## src/rtl/multicycle_control.sv

```systemverilog
// Moore-style control FSM for a multicycle MIPS-subset datapath.
// Sequences each instruction through its states and counts retired instructions.
module multicycle_control #(
    parameter logic [5:0] HALT_OP = 6'b111111
) (
    input  logic        clk,
    input  logic        reset,
    input  logic [5:0]  opcode,
    input  logic [5:0]  funct,
    input  logic        zero,
    output logic        pc_en,
    output logic        iord,
    output logic        mem_write,
    output logic        ir_write,
    output logic        mem_to_reg,
    output logic        reg_dst,
    output logic        reg_write,
    output logic        alu_src_a,
    output logic [1:0]  alu_src_b,
    output logic [1:0]  pc_src,
    output logic [2:0]  alu_ctl,
    output logic [3:0]  state,
    output logic        halted,
    output logic [15:0] instr_count
);

    localparam logic [3:0] S_FETCH  = 4'd0;
    localparam logic [3:0] S_DECODE = 4'd1;
    localparam logic [3:0] S_MEMADR = 4'd2;
    localparam logic [3:0] S_MEMRD  = 4'd3;
    localparam logic [3:0] S_MEMWB  = 4'd4;
    localparam logic [3:0] S_MEMWR  = 4'd5;
    localparam logic [3:0] S_EXEC   = 4'd6;
    localparam logic [3:0] S_ALUWB  = 4'd7;
    localparam logic [3:0] S_BRANCH = 4'd8;
    localparam logic [3:0] S_ADDIEX = 4'd9;
    localparam logic [3:0] S_ADDIWB = 4'd10;
    localparam logic [3:0] S_JUMP   = 4'd11;
    localparam logic [3:0] S_HALT   = 4'd12;

    localparam logic [5:0] OP_LW    = 6'b100011;
    localparam logic [5:0] OP_SW    = 6'b101011;
    localparam logic [5:0] OP_RTYPE = 6'b000000;
    localparam logic [5:0] OP_BEQ   = 6'b000100;
    localparam logic [5:0] OP_ADDI  = 6'b001000;
    localparam logic [5:0] OP_J     = 6'b000010;

    logic [3:0]  r_state;
    logic [15:0] r_instr_count;
    logic [3:0]  w_next;
    logic        w_retire;

    function automatic logic [2:0] alu_decode(input logic [5:0] fn);
        case (fn)
            6'b100000: alu_decode = 3'b010;
            6'b100010: alu_decode = 3'b110;
            6'b100100: alu_decode = 3'b000;
            6'b100101: alu_decode = 3'b001;
            6'b101010: alu_decode = 3'b111;
            default:   alu_decode = 3'b010;
        endcase
    endfunction

    // Next state; w_retire marks the edge on which an instruction completes.
    always_comb begin
        w_next   = S_FETCH;
        w_retire = 1'b0;
        case (r_state)
            S_FETCH:  w_next = S_DECODE;
            S_DECODE: begin
                if (opcode == OP_LW || opcode == OP_SW) w_next = S_MEMADR;
                else if (opcode == OP_RTYPE)            w_next = S_EXEC;
                else if (opcode == OP_BEQ)              w_next = S_BRANCH;
                else if (opcode == OP_ADDI)             w_next = S_ADDIEX;
                else if (opcode == OP_J)                w_next = S_JUMP;
                else if (opcode == HALT_OP)             w_next = S_HALT;
                else begin
                    w_next   = S_FETCH;
                    w_retire = 1'b1;
                end
            end
            S_MEMADR: w_next = (opcode == OP_SW) ? S_MEMWR : S_MEMRD;
            S_MEMRD:  w_next = S_MEMWB;
            S_EXEC:   w_next = S_ALUWB;
            S_ADDIEX: w_next = S_ADDIWB;
            S_MEMWB, S_MEMWR, S_ALUWB, S_ADDIWB, S_BRANCH, S_JUMP: begin
                w_next   = S_FETCH;
                w_retire = 1'b1;
            end
            S_HALT:   w_next = S_HALT;
            default:  w_next = S_FETCH;
        endcase
    end

    always_ff @(posedge clk) begin
        if (reset) begin
            r_state       <= S_FETCH;
            r_instr_count <= 16'd0;
        end else begin
            r_state <= w_next;
            if (w_retire) r_instr_count <= r_instr_count + 16'd1;
        end
    end

    always_comb begin
        pc_en      = 1'b0;
        iord       = 1'b0;
        mem_write  = 1'b0;
        ir_write   = 1'b0;
        mem_to_reg = 1'b0;
        reg_dst    = 1'b0;
        reg_write  = 1'b0;
        alu_src_a  = 1'b0;
        alu_src_b  = 2'b00;
        pc_src     = 2'b00;
        alu_ctl    = 3'b000;
        halted     = 1'b0;
        case (r_state)
            S_FETCH: begin
                ir_write  = 1'b1;
                pc_en     = 1'b1;
                alu_src_b = 2'b01;
                alu_ctl   = 3'b010;
            end
            S_DECODE: begin
                alu_src_b = 2'b11;
                alu_ctl   = 3'b010;
            end
            S_MEMADR, S_ADDIEX: begin
                alu_src_a = 1'b1;
                alu_src_b = 2'b10;
                alu_ctl   = 3'b010;
            end
            S_MEMRD: iord = 1'b1;
            S_MEMWB: begin
                reg_write  = 1'b1;
                mem_to_reg = 1'b1;
            end
            S_MEMWR: begin
                iord      = 1'b1;
                mem_write = 1'b1;
            end
            S_EXEC: begin
                alu_src_a = 1'b1;
                alu_ctl   = alu_decode(funct);
            end
            S_ALUWB: begin
                reg_write = 1'b1;
                reg_dst   = 1'b1;
            end
            S_BRANCH: begin
                alu_src_a = 1'b1;
                alu_ctl   = 3'b110;
                pc_src    = 2'b01;
                pc_en     = zero;
            end
            S_ADDIWB: reg_write = 1'b1;
            S_JUMP: begin
                pc_src = 2'b10;
                pc_en  = 1'b1;
            end
            S_HALT:  halted = 1'b1;
            default: ;
        endcase
        // Reset suppresses every datapath write regardless of the current state.
        if (reset) begin
            pc_en     = 1'b0;
            ir_write  = 1'b0;
            mem_write = 1'b0;
            reg_write = 1'b0;
            halted    = 1'b0;
        end
    end

    assign state       = r_state;
    assign instr_count = r_instr_count;

endmodule

```

## config.mk

```make
export PLATFORM = sky130hd
export DESIGN_NAME = multicycle_control
export DESIGN_NICKNAME = d
export VERILOG_FILES = /design/src/rtl/multicycle_control.sv
export SDC_FILE = /design/constraint.sdc
export NUM_CORES = 1
export LEC_CHECK = 0
export ABC_AREA = 1
export BUFFER_PORTS_ARGS = -buffer_cell sky130_fd_sc_hd__buf_4
export CORE_UTILIZATION = 56
export CTS_BUF_LIST = sky130_fd_sc_hd__clkbuf_4 sky130_fd_sc_hd__clkbuf_8
export CTS_CLUSTER_SIZE = 24
export DETAILED_ROUTE_END_ITERATION = 8
export GPL_TIMING_DRIVEN = 0
export HOLD_SLACK_MARGIN = 0.15
export PLACE_DENSITY_LB_ADDON = 0.05
export SLEW_MARGIN = 15
export SYNTH_ARGS = -nofsm -noshare
export SYNTH_HDL_FRONTEND = slang
export SYNTH_SLANG_ARGS = --single-unit
export TNS_END_PERCENT = 50
```

## constraint.sdc

```tcl
create_clock -name clk -period 2.98 [get_ports clk]
set_input_delay 0.149 -clock clk [delete_from_list [all_inputs] [get_ports clk]]
set_output_delay 0.149 -clock clk [all_outputs]
set_load 0.005 [all_outputs]
```

# After elaboration in Yosys (flattened, before gate mapping)
# Index checks and enable logic that the tools add are counted.
# W data, S select, Z words.
# word_totals
output_inout_bits	36
elab_cells	68
in_bits	15
reg_bits	20
# op_classes
n_reduce_logical	10
n_eq_ne	22
n_mux	33
n_addsub	1
# ops
operator	n
$eq A6 B6 Y1 const B	7
$pmux W4 S7	1
$mux W4	6
$eq A4 B4 Y1 const B	5
$mux W1	19
$add A16 B1 Y16 const B	1
$eq A4 B3 Y1 const B	4
$pmux W3 S4	1
$pmux W3 S3	1
$eq A4 B2 Y1 const B	2
$reduce_or A4 Y1	2
$eq A6 B2 Y1 const B	1
$eq A6 B3 Y1 const B	1
$eq A6 B4 Y1 const B	1
$logic_not A6 Y1	1
$pmux W2 S3	1
$reduce_or A2 Y1	3
$reduce_or A6 Y1	1
$eq A4 B1 Y1 const B	1
$logic_not A4 Y1	1
$pmux W1 S2	2
$pmux W2 S2	1
$mux W3	1
$reduce_or A3 Y1	1
$logic_or A1 B1 Y1	1

# Depth between registers and ports, before layout
# depth
word_depth	8
mapped_depth	10
depth_no_buf	9

# Least setup slack after synthesis
# No wires, ideal clock.
# synth_path
path_kind	reg-to-reg
startpoint	reg r_instr_count[0], in the netlist instr_count[0]
endpoint	reg r_instr_count[14], in the netlist instr_count[14]
path_buffers	0
setup_time_ps	125
required_ps	2855
synth_period_minus_slack_ps	1410
stages_incl_launch_ff	9
path_slack_ps	1570
arrival_ps	1285
path_cell_list	dfxtp_1 ha_1 nand2_1 nor3_1 nand3_1 nand2_1 nand2_1 nand2_1 a21oi_1
# synth_between
elab_chain_cells	1
# synth_rtl
item	line	text
from (decl)	49	logic [15:0] r_instr_count;
from (signal assigned)	101	if (w_retire) r_instr_count <= r_instr_count + 16'd1;
$add A16 B1 Y16	101	
# No other way between the ends.
# A chain may end at the register's enable or synchronous reset.

# Worst setup path after layout
# layout_path
startpoint	reg r_state[1], in the netlist state[1]
endpoint	out alu_ctl[0]
# layout_between
elab_chain_cells	3
elab_cells_between_ends	8
cone_classes	eq/ne: 5; mux: 1; reduce/logical: 2
# layout_rtl
item	line	text
from (decl)	48	logic [3:0] r_state;
from (signal assigned)	100	r_state <= w_next;
$eq A4 B2 Y1, or another cell as far along	118	case (r_state)
$reduce_or A4 Y1 (no source line)	--	
$pmux W3 S3 (*)	118	
to (decl)	21	output logic [2:0] alu_ctl,
# Every way passes the cells marked *; elsewhere a longest branch is shown, timed or not.

==> run_results.csv <==
group,metric,value,unit
hold_path,whs_path_depth,2,
yosys,ys_async_sr_fraction,0,%
setup_path,crit_path_top_delay_cell,"dfxtp_1",
cells_and_area,nets,319,
cts,ctsHoldBuffers,0,
yosys,ys_warn_count,0,
grt,grt_pass1_wl,5730,um
power,switchingPower,155,uW
cts,cts.clk_slew.worst_paths,120,ps
cts,cts_tree,"yes",
hold_path,min_from,"reset",
cts,htreeDepth,1,
timing,finalHoldViolations,0,
die,die-area,3000,sq um
yosys,synth-seq-cells,20,
yosys,ys.flop_type,"dfxtp_1",
yosys,synthDominantCellAreaShare,25.7,%
grt,grt_overflow,0,
setup_path,rrSetupSlack,1340,ps
yosys,synthTopCellsByCount,"47 x nand2_1, 38 x nor2_1, 35 x nand3_1",
yosys,synth_top_cell_by_area,"dfxtp_1",
cells_and_area,diodes,0,
route,viasPerCell,5.24,
grt,first_global_vias,1384,
die,die_w,54.7,um
timing,finalSetupTns,0,ps
yosys,synth-simple-area-share,43.9,%
timing,drv_slew,0,
place,place_congestion,0.939,
place,placed_area,1960,sq um
timing,skew,4.62,ps
route,drc,0,
cts,cts_inserted_buffers,3,
die,fp-row-count,18,
die,coreArea,2540,sq um
flow_run,max_cap_violations,0,
yosys,yosysMostFrequentCell,"nand2_1",
setup_path,path_buf_inv,2,
power,swShare,29.6,%
setup_path,crit_fanout,6,
power,combPwrFrac,21.4,%
setup_path,cp.required,2830,ps
grt,grt_max_degree,11,
setup_path,arrival,1810,ps
cells_and_area,layout-drive-gt1-share,27.9,%
power,seqPwrFrac,53.2,%
run_status,status,"finished clean",
timing,tightest_slew,610,ps
setup_path,worstReg2RegStart,"instr_count[0]$_SDFFE_PP0P_",
setup_path,critPathMaxStageDelay,440,ps
setup_path,cp_top_family,"simple AND/OR/NAND/NOR gates",
cts,clock_path_buffers,2,
cts,cts_resized,0,
yosys,synth_edf_count,0,
route,via_count,1734,
yosys,netlist-cell-type-count,27,
setup_path,worst-path-stages,5,
setup_path,critPathLaunchType,"register",
timing,finalSetupViolCount,0,
route,ant_nets,0,
die,initial_core_util,61.2,%
yosys,synth.top_cells.by_area,"dfxtp_1 26%, nand2_1 11%, nand3_1 11%",
yosys,synth-xor-area-share,5.62,%
route,first_iter_violations,53,
cts,clock_latency,300,ps
timing,rsz0062_at_grt,"no",
hold_path,hold_class,"in -> reg",
route,routed_wl,3800,um
route,firstDrtPassIters,4,
setup_path,path_cells,"inv_1 -> nor2_1 -> nand2_1 -> o41ai_1 -> buf_4",
yosys,synthMuxAreaShare,0,%
cells_and_area,multi_input_area,991,sq um
power,p_total,523,uW
route,routedWlPerCell,11.5,um
cells_and_area,finish.utilization,78.0,%
yosys,synth_nets,265,
power,power_leakage,0.000871,uW
grt,track_usage,26.3,%
timing,post-route-min-period,1950,ps
timing,fmax,512,MHz
power,clkPwrFrac,25.4,%
cells_and_area,seq_area,400,sq um
power,p_int,368,uW
power,cellPowerDensity,263,nW/um^2
setup_path,setup.worst_path.class,"reg -> out",
timing,hold_slack,181,ps
yosys,synth_top_family_by_area,"simple AND/OR/NAND/NOR gates",
hold_path,min_to,"instr_count[14]$_SDFFE_PP0P_",
cts,root_buffer,"clkbuf_4",
cells_and_area,fill_cells,207,
cells_and_area,syn_to_final_growth,27.5,%
yosys,synth_area_per_cell,6.26,sq um
yosys,syn_area,1560,sq um
yosys,synth_fa_ha_area_share,0.803,%
setup_path,reg2reg_depth,7,
power,vdd_drop_max,0.000281,V
yosys,synthCells,249,
cts,postCtsSetupBuffers,0,
setup_path,timing.rr.end,"instr_count[8]$_SDFFE_PP0P_",
grt,antenna_found_initial,0,
die,io_pins,51,
die,fp.dieH,54.7,um
place,dp_hpwl,3000,um
yosys,synth_compound_area_share,13.3,%
setup_path,end_kind,"primary output",
cts,cts_num_sinks,20,
yosys,yosysSeqAreaShare,25.7,%
timing,relSlewSlack,59.4,%
cells_and_area,stdcell_area,1990,sq um
timing,post-route-period-util,65.6,%
place,port_buffers,49,
layout make-up:
cell class	count	share of cell area [%]
well taps	30	1.89
multi-input cells	191	49.9
clock buffers	3	1.13
inverters	32	6.05
repair buffers	49	18.5
flip-flops and latches	20	20.2
plain buffers	6	2.33
layout by cell type (no fill, tap or decap), drive strengths merged, types with 3 or more instances in the layout:
master	Yosys	layout
nand2	61	61
o21ai	3	3
nand4	4	4
clkbuf	3	6
a21oi	25	25
xor2	6	6
dfxtp	20	20
nand3	35	35
inv	32	32
nor3	5	5
xnor2	4	4
buf	3	52
nor2	40	40
sequential cells by signal, summed over array words and instances, names as in the netlist:
name / count
state: 4
instr_count: 16
how the worst max path moves through the flow:
stage,from,to,slack [ps]
2_1_floorplan,instr_count[0]$_SDFFE_PP0P_,instr_count[14]$_SDFFE_PP0P_,1570
3_3_place_gp,state[1]$_SDFF_PP0_,alu_ctl[0],1400
3_5_place_dp,instr_count[0]$_SDFFE_PP0P_,instr_count[14]$_SDFFE_PP0P_,1370
4_1_cts,state[1]$_SDFF_PP0_,alu_ctl[0],1050
5_1_grt,state[1]$_SDFF_PP0_,alu_ctl[0],910
6_report,state[1]$_SDFF_PP0_,alu_ctl[0],1030
power by group through the flow:
stage	Sequential, uW	Combinational, uW	Clock [uW]
6_report	278	112	133
3_3_place_gp	283	109	0
3_5_place_dp	284	112	0
4_1_cts	278	113	135
2_1_floorplan	283	68.0	0
5_1_grt	278	123	145
through the flow:
stage,instances,setup WS (ps)
CTS,331,1050
finish,331,1030
detailed placement,328,1370
global route,331,913
floorplan,249,1570
global placement,328,1400
layer usage:
layer  up-vias  global-route usage [%]  wire length (um)
li1        909                       -                 -
met1       777                    34.8              1820
met5         -                       0                 0
met3         4                    5.00               220
met4         0                    5.13                19
met2        44                    44.0              1740
kinds of logic (layout without fill, tap and decap cells):
kind of cell | count (synthesis) | after routing
AND/OR/NAND/NOR | 148 | 148
buffers and inverters | 38 | 90
AO/OA/AOI/OAI | 32 | 32
flip-flops | 20 | 20
XOR/XNOR | 10 | 10
adder cells (fa/ha/maj) | 1 | 1
Note: power is estimated with default switching activity, not from simulation.
